--- src/rtl/cpu_pkg.sv ---
// Shared opcodes, sequencer states and instruction field positions for cpu_exec_core.
package cpu_pkg;

  localparam logic [3:0] OPCODE_ADD   = 4'b0000;
  localparam logic [3:0] OPCODE_SUB   = 4'b0001;
  localparam logic [3:0] OPCODE_OR    = 4'b0010;
  localparam logic [3:0] OPCODE_XOR   = 4'b0011;
  localparam logic [3:0] OPCODE_AND   = 4'b0100;
  localparam logic [3:0] OPCODE_NOT   = 4'b0101;
  localparam logic [3:0] OPCODE_READ  = 4'b0110;
  localparam logic [3:0] OPCODE_WRITE = 4'b0111;
  localparam logic [3:0] OPCODE_LOAD  = 4'b1000;
  localparam logic [3:0] OPCODE_CMP   = 4'b1001;
  localparam logic [3:0] OPCODE_SHL   = 4'b1010;
  localparam logic [3:0] OPCODE_SHR   = 4'b1011;
  localparam logic [3:0] OPCODE_JUMP  = 4'b1100;
  localparam logic [3:0] OPCODE_JUMPZ = 4'b1101;

  // Instruction word field positions (LSB of each field).
  localparam int OP_LSB   = 12;
  localparam int RD_LSB   = 9;
  localparam int FLAG_BIT = 8;
  localparam int RA_LSB   = 5;
  localparam int RB_LSB   = 2;

  typedef enum logic [3:0] {
    ST_DECODE   = 4'b0001,
    ST_REGREAD  = 4'b0010,
    ST_ALU      = 4'b0100,
    ST_REGWRITE = 4'b1000
  } state_t;

endpackage

--- src/rtl/cpu_exec_core_if.sv ---
// Signal bundle between cpu_exec_core and its fetch logic / external 8x16 register file.
interface cpu_exec_core_if;
  // No valid/ready: the core runs a fixed 4-clock cadence. instruction must be stable
  // while state==DECODE, data_a/data_b must reflect sel_a/sel_b by the ALU state, and
  // the register file writes data_result to sel_d on the clock edge ending REGWRITE
  // whenever reg_we is high.
  logic [15:0] instruction;
  logic [15:0] pc;
  logic [15:0] data_a;
  logic [15:0] data_b;
  logic [3:0]  state;
  logic [2:0]  sel_a;
  logic [2:0]  sel_b;
  logic [2:0]  sel_d;
  logic [15:0] data_result;
  logic        reg_we;
  logic        should_branch;

  modport master (
    input  instruction, pc, data_a, data_b,
    output state, sel_a, sel_b, sel_d, data_result, reg_we, should_branch
  );

  modport slave (
    output instruction, pc, data_a, data_b,
    input  state, sel_a, sel_b, sel_d, data_result, reg_we, should_branch
  );
endinterface

--- src/rtl/cpu_alu.sv ---
// ALU op mux with registered result, write-enable and branch flag.
// Macro CPU_EXEC_SHIFT_EN enables SHL/SHR; otherwise those opcodes act as reserved.
module cpu_alu
  import cpu_pkg::*;
(
  input  logic        clk,
  input  logic        reset,
  input  logic        i_en,
  input  logic [4:0]  i_alu_op,
  input  logic [15:0] i_imm,
  input  logic [15:0] i_a,
  input  logic [15:0] i_b,
  output logic [15:0] o_result,
  output logic        o_write_reg,
  output logic        o_should_branch
);

  logic [3:0]  w_opcode;
  logic        w_flag;
  logic [15:0] w_result;
  logic        w_write_reg;
  logic        w_branch;
  logic        w_gt;
  logic        w_lt;

  assign w_opcode = i_alu_op[4:1];
  assign w_flag   = i_alu_op[0];
  assign w_gt     = w_flag ? ($signed(i_a) > $signed(i_b)) : (i_a > i_b);
  assign w_lt     = w_flag ? ($signed(i_a) < $signed(i_b)) : (i_a < i_b);

  always_comb begin
    w_result    = 16'h0000;
    w_write_reg = 1'b0;
    w_branch    = 1'b0;
    case (w_opcode)
      OPCODE_ADD: begin w_result = i_a + i_b; w_write_reg = 1'b1; end
      OPCODE_SUB: begin w_result = i_a - i_b; w_write_reg = 1'b1; end
      OPCODE_OR:  begin w_result = i_a | i_b; w_write_reg = 1'b1; end
      OPCODE_XOR: begin w_result = i_a ^ i_b; w_write_reg = 1'b1; end
      OPCODE_AND: begin w_result = i_a & i_b; w_write_reg = 1'b1; end
      OPCODE_NOT: begin w_result = ~i_a;      w_write_reg = 1'b1; end
      OPCODE_LOAD: begin
        w_result    = w_flag ? {8'h00, i_imm[7:0]} : {i_imm[7:0], 8'h00};
        w_write_reg = 1'b1;
      end
      OPCODE_CMP: begin
        w_result    = {i_a == i_b, w_gt, w_lt, i_a == 16'h0000, i_b == 16'h0000, 11'b0};
        w_write_reg = 1'b1;
      end
`ifdef CPU_EXEC_SHIFT_EN
      OPCODE_SHL: begin w_result = i_a << i_b[3:0]; w_write_reg = 1'b1; end
      OPCODE_SHR: begin
        w_result    = w_flag ? 16'($signed(i_a) >>> i_b[3:0]) : (i_a >> i_b[3:0]);
        w_write_reg = 1'b1;
      end
`endif
      OPCODE_JUMP: begin
        w_result = w_flag ? i_imm : i_a;
        w_branch = 1'b1;
      end
      OPCODE_JUMPZ: begin
        w_result = i_b;
        w_branch = (i_a == 16'h0000);
      end
      default: begin
        w_result    = 16'h0000;
        w_write_reg = 1'b0;
        w_branch    = 1'b0;
      end
    endcase
  end

  always_ff @(posedge clk or posedge reset) begin
    if (reset) begin
      o_result        <= 16'h0000;
      o_write_reg     <= 1'b0;
      o_should_branch <= 1'b0;
    end else if (i_en) begin
      o_result        <= w_result;
      o_write_reg     <= w_write_reg;
      o_should_branch <= w_branch;
    end
  end

endmodule

--- src/rtl/cpu_exec_core.sv ---
// Sequencer + decoder of the microsys CPU; ALU in cpu_alu.
// Macro CPU_EXEC_SHIFT_EN (passed through to cpu_alu) enables SHL/SHR.
module cpu_exec_core
  import cpu_pkg::*;
(
  input logic         clk,
  input logic         reset,
  cpu_exec_core_if.master bus
);

  state_t      r_state;
  logic [3:0]  w_state;
  logic [2:0]  r_sel_a;
  logic [2:0]  r_sel_b;
  logic [2:0]  r_sel_d;
  logic [15:0] r_imm;
  logic [4:0]  r_alu_op;
  logic [15:0] w_result;
  logic        w_write_reg;
  logic        w_should_branch;
  logic        w_unused_pc;

  assign w_state = r_state;

  always_ff @(posedge clk or posedge reset) begin
    if (reset) begin
      r_state  <= ST_DECODE;
      r_sel_a  <= 3'd0;
      r_sel_b  <= 3'd0;
      r_sel_d  <= 3'd0;
      r_imm    <= 16'h0000;
      r_alu_op <= 5'd0;
    end else begin
      case (r_state)
        ST_DECODE:   r_state <= ST_REGREAD;
        ST_REGREAD:  r_state <= ST_ALU;
        ST_ALU:      r_state <= ST_REGWRITE;
        ST_REGWRITE: r_state <= ST_DECODE;
        default:     r_state <= ST_DECODE;
      endcase
      // Decode fields are only captured in DECODE; the instruction bus is ignored elsewhere.
      if (r_state == ST_DECODE) begin
        r_sel_d  <= bus.instruction[RD_LSB +: 3];
        r_sel_a  <= bus.instruction[RA_LSB +: 3];
        r_sel_b  <= bus.instruction[RB_LSB +: 3];
        r_imm    <= {bus.instruction[7:0], bus.instruction[7:0]};
        r_alu_op <= {bus.instruction[OP_LSB +: 4], bus.instruction[FLAG_BIT]};
      end
    end
  end

  cpu_alu u_alu (
    .clk             (clk),
    .reset           (reset),
    .i_en            (w_state[2]),
    .i_alu_op        (r_alu_op),
    .i_imm           (r_imm),
    .i_a             (bus.data_a),
    .i_b             (bus.data_b),
    .o_result        (w_result),
    .o_write_reg     (w_write_reg),
    .o_should_branch (w_should_branch)
  );

  // PC is reserved for future PC-relative ops; JUMP targets do not depend on it.
  assign w_unused_pc = ^bus.pc;

  assign bus.state         = w_state;
  assign bus.sel_a         = r_sel_a;
  assign bus.sel_b         = r_sel_b;
  assign bus.sel_d         = r_sel_d;
  assign bus.data_result   = w_result;
  assign bus.reg_we        = w_write_reg & w_state[3];
  assign bus.should_branch = w_should_branch;

endmodule

--- src/flat_wrapper.sv ---
// flat-port wrapper written by rule: the top's interface ports become plain ports
module cpu_exec_core_flat import cpu_pkg::*;
  (clk, reset, bus_instruction, bus_pc, bus_data_a, bus_data_b, bus_state, bus_sel_a, bus_sel_b, bus_sel_d, bus_data_result, bus_reg_we, bus_should_branch);
  cpu_exec_core_if bus_i ();
  input logic clk;
  input logic reset;
  input wire logic [$bits(bus_i.instruction)-1:0] bus_instruction;
  input wire logic [$bits(bus_i.pc)-1:0] bus_pc;
  input wire logic [$bits(bus_i.data_a)-1:0] bus_data_a;
  input wire logic [$bits(bus_i.data_b)-1:0] bus_data_b;
  output wire logic [$bits(bus_i.state)-1:0] bus_state;
  output wire logic [$bits(bus_i.sel_a)-1:0] bus_sel_a;
  output wire logic [$bits(bus_i.sel_b)-1:0] bus_sel_b;
  output wire logic [$bits(bus_i.sel_d)-1:0] bus_sel_d;
  output wire logic [$bits(bus_i.data_result)-1:0] bus_data_result;
  output wire logic [$bits(bus_i.reg_we)-1:0] bus_reg_we;
  output wire logic [$bits(bus_i.should_branch)-1:0] bus_should_branch;
  assign bus_i.instruction = bus_instruction;
  assign bus_i.pc = bus_pc;
  assign bus_i.data_a = bus_data_a;
  assign bus_i.data_b = bus_data_b;
  assign bus_state = bus_i.state;
  assign bus_sel_a = bus_i.sel_a;
  assign bus_sel_b = bus_i.sel_b;
  assign bus_sel_d = bus_i.sel_d;
  assign bus_data_result = bus_i.data_result;
  assign bus_reg_we = bus_i.reg_we;
  assign bus_should_branch = bus_i.should_branch;
  cpu_exec_core u_core (.clk(clk), .reset(reset), .bus(bus_i));
endmodule
--- config.mk ---
export PLATFORM = sky130hd
export DESIGN_NAME = cpu_exec_core_flat
export DESIGN_NICKNAME = d
export VERILOG_FILES = /design/src/rtl/cpu_pkg.sv /design/src/rtl/cpu_exec_core_if.sv /design/src/rtl/cpu_alu.sv /design/src/rtl/cpu_exec_core.sv /design/src/flat_wrapper.sv
export SDC_FILE = /design/constraint.sdc
export NUM_CORES = 1
export LEC_CHECK = 0
export BUFFER_PORTS_ARGS = -buffer_cell sky130_fd_sc_hd__buf_2
export CORE_ASPECT_RATIO = 1.2
export CORE_MARGIN = 1.5
export CORE_UTILIZATION = 60
export CTS_BUF_LIST = sky130_fd_sc_hd__clkbuf_2
export DETAILED_ROUTE_END_ITERATION = 10
export HOLD_SLACK_MARGIN = 0.08
export PLACE_DENSITY = 0.87
export SKIP_CTS_REPAIR_TIMING = 1
export SYNTH_ARGS = -nofsm -noshare
export SYNTH_HDL_FRONTEND = slang
export SYNTH_SLANG_ARGS = --single-unit
--- constraint.sdc ---
create_clock -name clk -period 5.2 [get_ports clk]
set_input_delay 0.52 -clock clk [delete_from_list [all_inputs] [get_ports clk]]
set_output_delay 0.52 -clock clk [all_outputs]
set_load 0.02 [all_outputs]
# Word-level counts from Yosys, hierarchy flattened
# Cells that the tools add are included.
[totals] inputBits=66 latch_bits=0 n_memories=0 wordCells=45 out_inout_bits=31 ram_bits=0 ff_bits=52 romBits=0
[op_classes] n_bitwise=5 mul=0 n_reduce_logical=4 addsub=2 mux=8 n_eq_ne=13 n_lt_le_gt_ge=4 n_div=0 n_shift=0
[ops] operator="case mux 16 bit (10 select lines)" count=1
[ops] operator="greater-than comparator 16 bit" count=2
[ops] operator="logical NOT 16 bit" count=2
[ops] operator="less-than comparator 16 bit" count=2
[ops] operator="2-to-1 mux 16 bit" count=2
[ops] operator="adder 16 bit" count=1
[ops] operator="AND 16 bit" count=1
[ops] operator="== test 16 bit" count=1
[ops] operator="== test 4 bit (second input constant)" count=4
[ops] operator="inverter 16 bit" count=1
[ops] operator="bitwise OR 16 bit" count=1
[ops] operator="subtractor 16 bit" count=1
[ops] operator="bitwise XOR 16 bit" count=1
[ops] operator="== test 4 x 2 -> 1 bit (second input constant)" count=3
[ops] operator="== test 4 x 3 -> 1 bit (second input constant)" count=3
[ops] operator="case mux 4 bit (3 select lines)" count=1
[ops] operator="== test 4 x 1 -> 1 bit (second input constant)" count=2
[ops] operator="OR reduction 8 bit" count=1
[ops] operator="logical NOT 4 bit" count=1
[ops] operator="2-to-1 mux 1 bit" count=3
[ops] operator="case mux 1 bit (2 select lines)" count=1
[ops] operator="AND 1 bit" count=1

# Longest topological paths before layout
[depth] word_depth=3 mapped_depth=10 depth_no_buf=10

# Modules after synthesis
# Synthesis repeated with hierarchy kept, for this count alone.
[hier_totals] hier_cells=597 area_unflattened_um2=4713.3
[modules_own_cells] module="cpu_alu" instances=1 area_per_inst_um2=3898.7 cells_per_inst=545
[modules_own_cells] module="cpu_exec_core" instances=1 area_per_inst_um2=814.5 cells_per_inst=52

# Worst setup path before layout
# OpenSTA, ideal clock, no wires.
[synth_timing] path_type="input port to flip-flop" start="input port bus_data_b[0]" end="register u_core.u_alu.o_result[14]" cell_stages=9 arrival_time_ps=2609 path_slack_ps=2465 t_required_ps=5074 cell_sequence="ha_1 > fa_1 > a21o_1 > a21o_1 > a2111oi_2 > nor3_1 > a211oi_1 > a32oi_1 > o32a_1"
[synth_via] elab_chain_len=3
[synth_lines] item="from (decl)" line_no="flat_wrapper.sv:10" source="input wire logic [$bits(bus_i.data_b)-1:0] bus_data_b;"
[synth_lines] item="greater-than comparator 16 bit" line_no="cpu_alu.sv:28" source="assign w_gt = w_flag ? ($signed(i_a) > $signed(i_b)) : (i_a > i_b);"
[synth_lines] item="2-to-1 mux 1 bit" line_no="cpu_alu.sv:28"
[synth_lines] item="case mux 16 bit (10 select lines) (*)" line_no="cpu_alu.sv:35" source="case (w_opcode)"
[synth_lines] item="to (signal assigned)" line_no="cpu_alu.sv:79" source="o_result <= w_result;"
[synth_lines] item="to (decl)" line_no="cpu_alu.sv:13" source="output logic [15:0] o_result,"
# Every way passes the cells marked *; elsewhere a longest branch is shown, timed or not.
# A chain may end at the register's enable or synchronous reset.

# Final worst setup path
[layout_timing] start="input port bus_data_b[11]" end="register u_core.u_alu.o_result[13]"
[layout_via] elab_chain_len=3
[layout_lines] item="less-than comparator 16 bit" line_no="cpu_alu.sv:29" source="assign w_lt = w_flag ? ($signed(i_a) < $signed(i_b)) : (i_a < i_b);"
[layout_lines] item="2-to-1 mux 1 bit" line_no="cpu_alu.sv:29"
[layout_lines] item="case mux 16 bit (10 select lines) (*)" line_no="cpu_alu.sv:35"
# Marks and branches as above.

==> out/qor.csv <==
metric,value,unit
Mapped Cells,546,
core area,0.00723,mm^2
Sequential Power Share,0.404,
Max Freq,321,MHz
Async SR Flop Fraction,1.00,
leakage power,2.29,nW
Seq. cell area,952,um^2
Residual DRC,0,
fin util,0.673,
R2R cell count,7,
Num CTS Buffers,5,
Setup WS pre-CTS,1820,ps
#FFs+latches synth,38,
Net Switching,0.000348,W
H-tree levels,2,
critical path class,in -> reg,
initial antenna violation count,0,
clock share of power,0.150,
share of cells above drive strength 1,0.203,
diodes inserted,0,
input/output buffers,80,
ANT nets after route,0,
sw frac,0.412,
post-layout min period,3110,ps
Max Clock Skew,33.0,ps
Via density,7.10,
worst flop-to-flop path endpoint,u_core.u_alu.o_result[13],
post-DR wirelength/cell,21.3,um
status,"finished, final reports clean",
nets,711,
number of global-route vias before repair,4559,
Worst-path clk slew,200,ps
Post-Synthesis Cell Area,0.00449,mm^2
RSZ-0062 raised after global routing,no,
GRT Total Usage,0.373,
worst hold path class,in -> async,
global-route wire length before repair,22.9,mm
Yosys warnings,0,
setup ws final,2090,ps
CTS max path bufs,2,
FF-to-FF Start,u_core.r_alu_op[3],
Root Driver,clkbuf_2,
dpl hpwl,11.1,mm
Worst path slowest cell,nor4b_1,
CP arrival,3380,ps
top_reg_cell synth,dfrtp_1,
FF-to-FF setup slack,2230,ps
CTS sink cnt,38,
total global routing overflow,0,
worst skew pair latency,370,ps
number of flops mapped to enable cells by yosys,0,
Initial DRC Count,723,
Final Slew Violations,0,
largest net degree at the start of global routing,39,
Slew @ Worst Pin,1060,ps
CTS tree,built,
CP cell instances,buf_2 -> inv_1 -> ha_1 -> nor4_1 -> nor4b_1 -> inv_1 -> o22ai_1 -> o311ai_1 -> nor4_1 -> nor3_1,
placer congestion estimate,1.02,
Buf/Inv on CP,3,
fin area,0.00487,mm^2
nature of the critical path endpoint,flip-flop,
largest register by flop count,u_core.u_alu.o_result,
total die area,0.00802,mm^2
library cells used by synthesis,75,
Gate power share,0.446,
family with the most delay on the worst path,simple AND/OR/NAND/NOR gates,
max FFs per register,16,
drt total wl,14.6,mm
DIE HEIGHT,97.8,um
routed vias,4870,
"Req. time, crit path",5470,ps
site row count,34,
Final Hold Viols,0,
P per Cell Area,174,mW/mm^2
area occupied by multi-input gates,0.00315,mm^2
Startpoint Class,primary input,
Syn Nets,662,
period utilization,0.598,
Worst path max stage delay,550,ps
IO Count,97,
Placed Area,0.00483,mm^2
initial core utilization,0.621,
die width,82.0,um
Max VDD drop,0.234,mV
worst-path fanout max,9,
# fillers,634,
Layout area overhead,8.30,%
worst hold slack,211,ps
number of iterations in the first detailed-routing pass,8,
syn avg cell area,8.23,um^2
Max-Cap Viols,0,
Max transition margin,0.291,
largest registers,"u_core.u_alu.o_result: 16 flops, u_core.r_imm: 8 flops, u_core.r_alu_op: 5 flops",
# setup viols final,0,
Int Power,0.000497,W
setup_tns,0,ps
"Seq/Total Area, Yosys",0.212,
power by group through the flow:
stage	clock network (W)	registers [W]	logic (W)
finish	0.000127	0.000342	0.000377
global route	0.000142	0.000344	0.000403
CTS	0.000132	0.000341	0.000366
detailed placement	0	0.000346	0.000363
global placement	0	0.000345	0.000355
floorplan	0	0.000352	0.000242
per-stage QoR:
step,total power (W),cells
finish,0.000845,686
detailed placement,0.000710,678
global placement,0.000699,678
CTS,0.000838,686
global route,0.000889,686
floorplan,0.000594,546
cell usage in the layout, fill, tap and decap left out, types with 4 or more instances in the layout:
cell,count
buf_2,80
ha_1,48
inv_1,47
nor2_1,41
dfrtp_1,37
a21oi_1,31
o21ai_0,25
nand2_1,24
nor3_1,20
mux2_2,16
nor4_1,14
a221oi_1,11
mux2i_1,10
nor2b_1,9
o22ai_1,9
nand3_1,9
o211ai_1,9
clkbuf_2,8
a221o_1,7
o21ai_1,7
o2bb2ai_1,7
o221ai_1,7
a21o_1,7
and2_1,6
a211oi_1,6
a22o_1,6
a22oi_1,6
a222oi_1,6
a31oi_1,5
nand4_1,5
buf_4,4
worst reg2reg max path, stage by stage (launching register included):
cell	delay, ps
dfrtp_1	740
nor2_1	220
and3_1	460
a221o_1	370
a2111oi_0	340
o311ai_1	230
nor4_1	370
nor3_1	140
final cells by class:
| type | instances | area share |
|---|---|---|
| inverter | 48 | 0.0370 |
| sequential | 38 | 0.196 |
| clock buffer | 8 | 0.00823 |
| timing repair buffer | 84 | 0.0885 |
| tap | 90 | 0.0231 |
| multi-input combinational | 418 | 0.647 |
cell families (layout without fill, tap and decap cells):
kind of cell	Yosys count	in the layout	share of synthesized area
fa+ha+maj	50	50	0.143
compound gates	179	179	0.287
simple gates	158	158	0.195
flops	38	38	0.212
buf+inv	90	140	0.0919
xor+xnor	5	5	0.00975
mux	26	26	0.0624
how the worst max path moves through the flow:
stage / start / end / slack [ps] / cells past startpoint
floorplan: bus_data_b[0] / u_core.u_alu.o_result[14] / 2470 / 9
detailed placement: bus_data_b[1] / u_core.u_alu.o_result[13] / 1820 / 10
global placement: bus_data_a[13] / u_core.u_alu.o_result[13] / 1890 / 10
CTS: bus_data_b[1] / u_core.u_alu.o_result[13] / 2260 / 10
finish: bus_data_b[11] / u_core.u_alu.o_result[13] / 2090 / 10
global route: bus_data_b[1] / u_core.u_alu.o_result[13] / 2110 / 10
routing by layer:
metal  up-vias  share of wire  global-route usage
met4         0          0.050               0.184
met3        68           0.11              0.0477
li1       2154              -                   -
met5         -              0                   0
met1      2280           0.38               0.510
met2       368           0.45               0.574
cell usage after synthesis (3+ instances only):
library cell   n  share of area
a211oi_1       6          0.010
a21o_1         7          0.012
a21oi_1       31          0.035
a221o_1        7          0.016
a221oi_1      11          0.021
a222oi_1       6          0.013
a22o_1         6          0.012
a22oi_1        6          0.010
a31oi_1        5         0.0070
and2_1         6         0.0084
and3_1         3         0.0042
buf_2          6         0.0067
buf_4         14          0.023
clkbuf_1      18          0.015
dfrtp_1       37           0.21
ha_1          48           0.13
inv_1         47          0.039
mux2_2        16          0.040
mux2i_1       10          0.022
nand2_1       24          0.020
nand3_1        9          0.010
nand4_1        5         0.0070
nor2_1        41          0.034
nor2b_1        9          0.013
nor3_1        20          0.022
nor3b_1        3         0.0050
nor4_1        14          0.019
nor4b_1        3         0.0058
o211ai_1       9          0.015
o21ai_0       25          0.028
o21ai_1        7         0.0078
o21bai_1       3         0.0050
o221ai_1       7          0.014
o22ai_1        9          0.013
o2bb2ai_1      7          0.014
o41ai_1        3         0.0058
or4_1          3         0.0050
xor2_1         3         0.0058
Note: power is estimated with default switching activity, not from simulation.
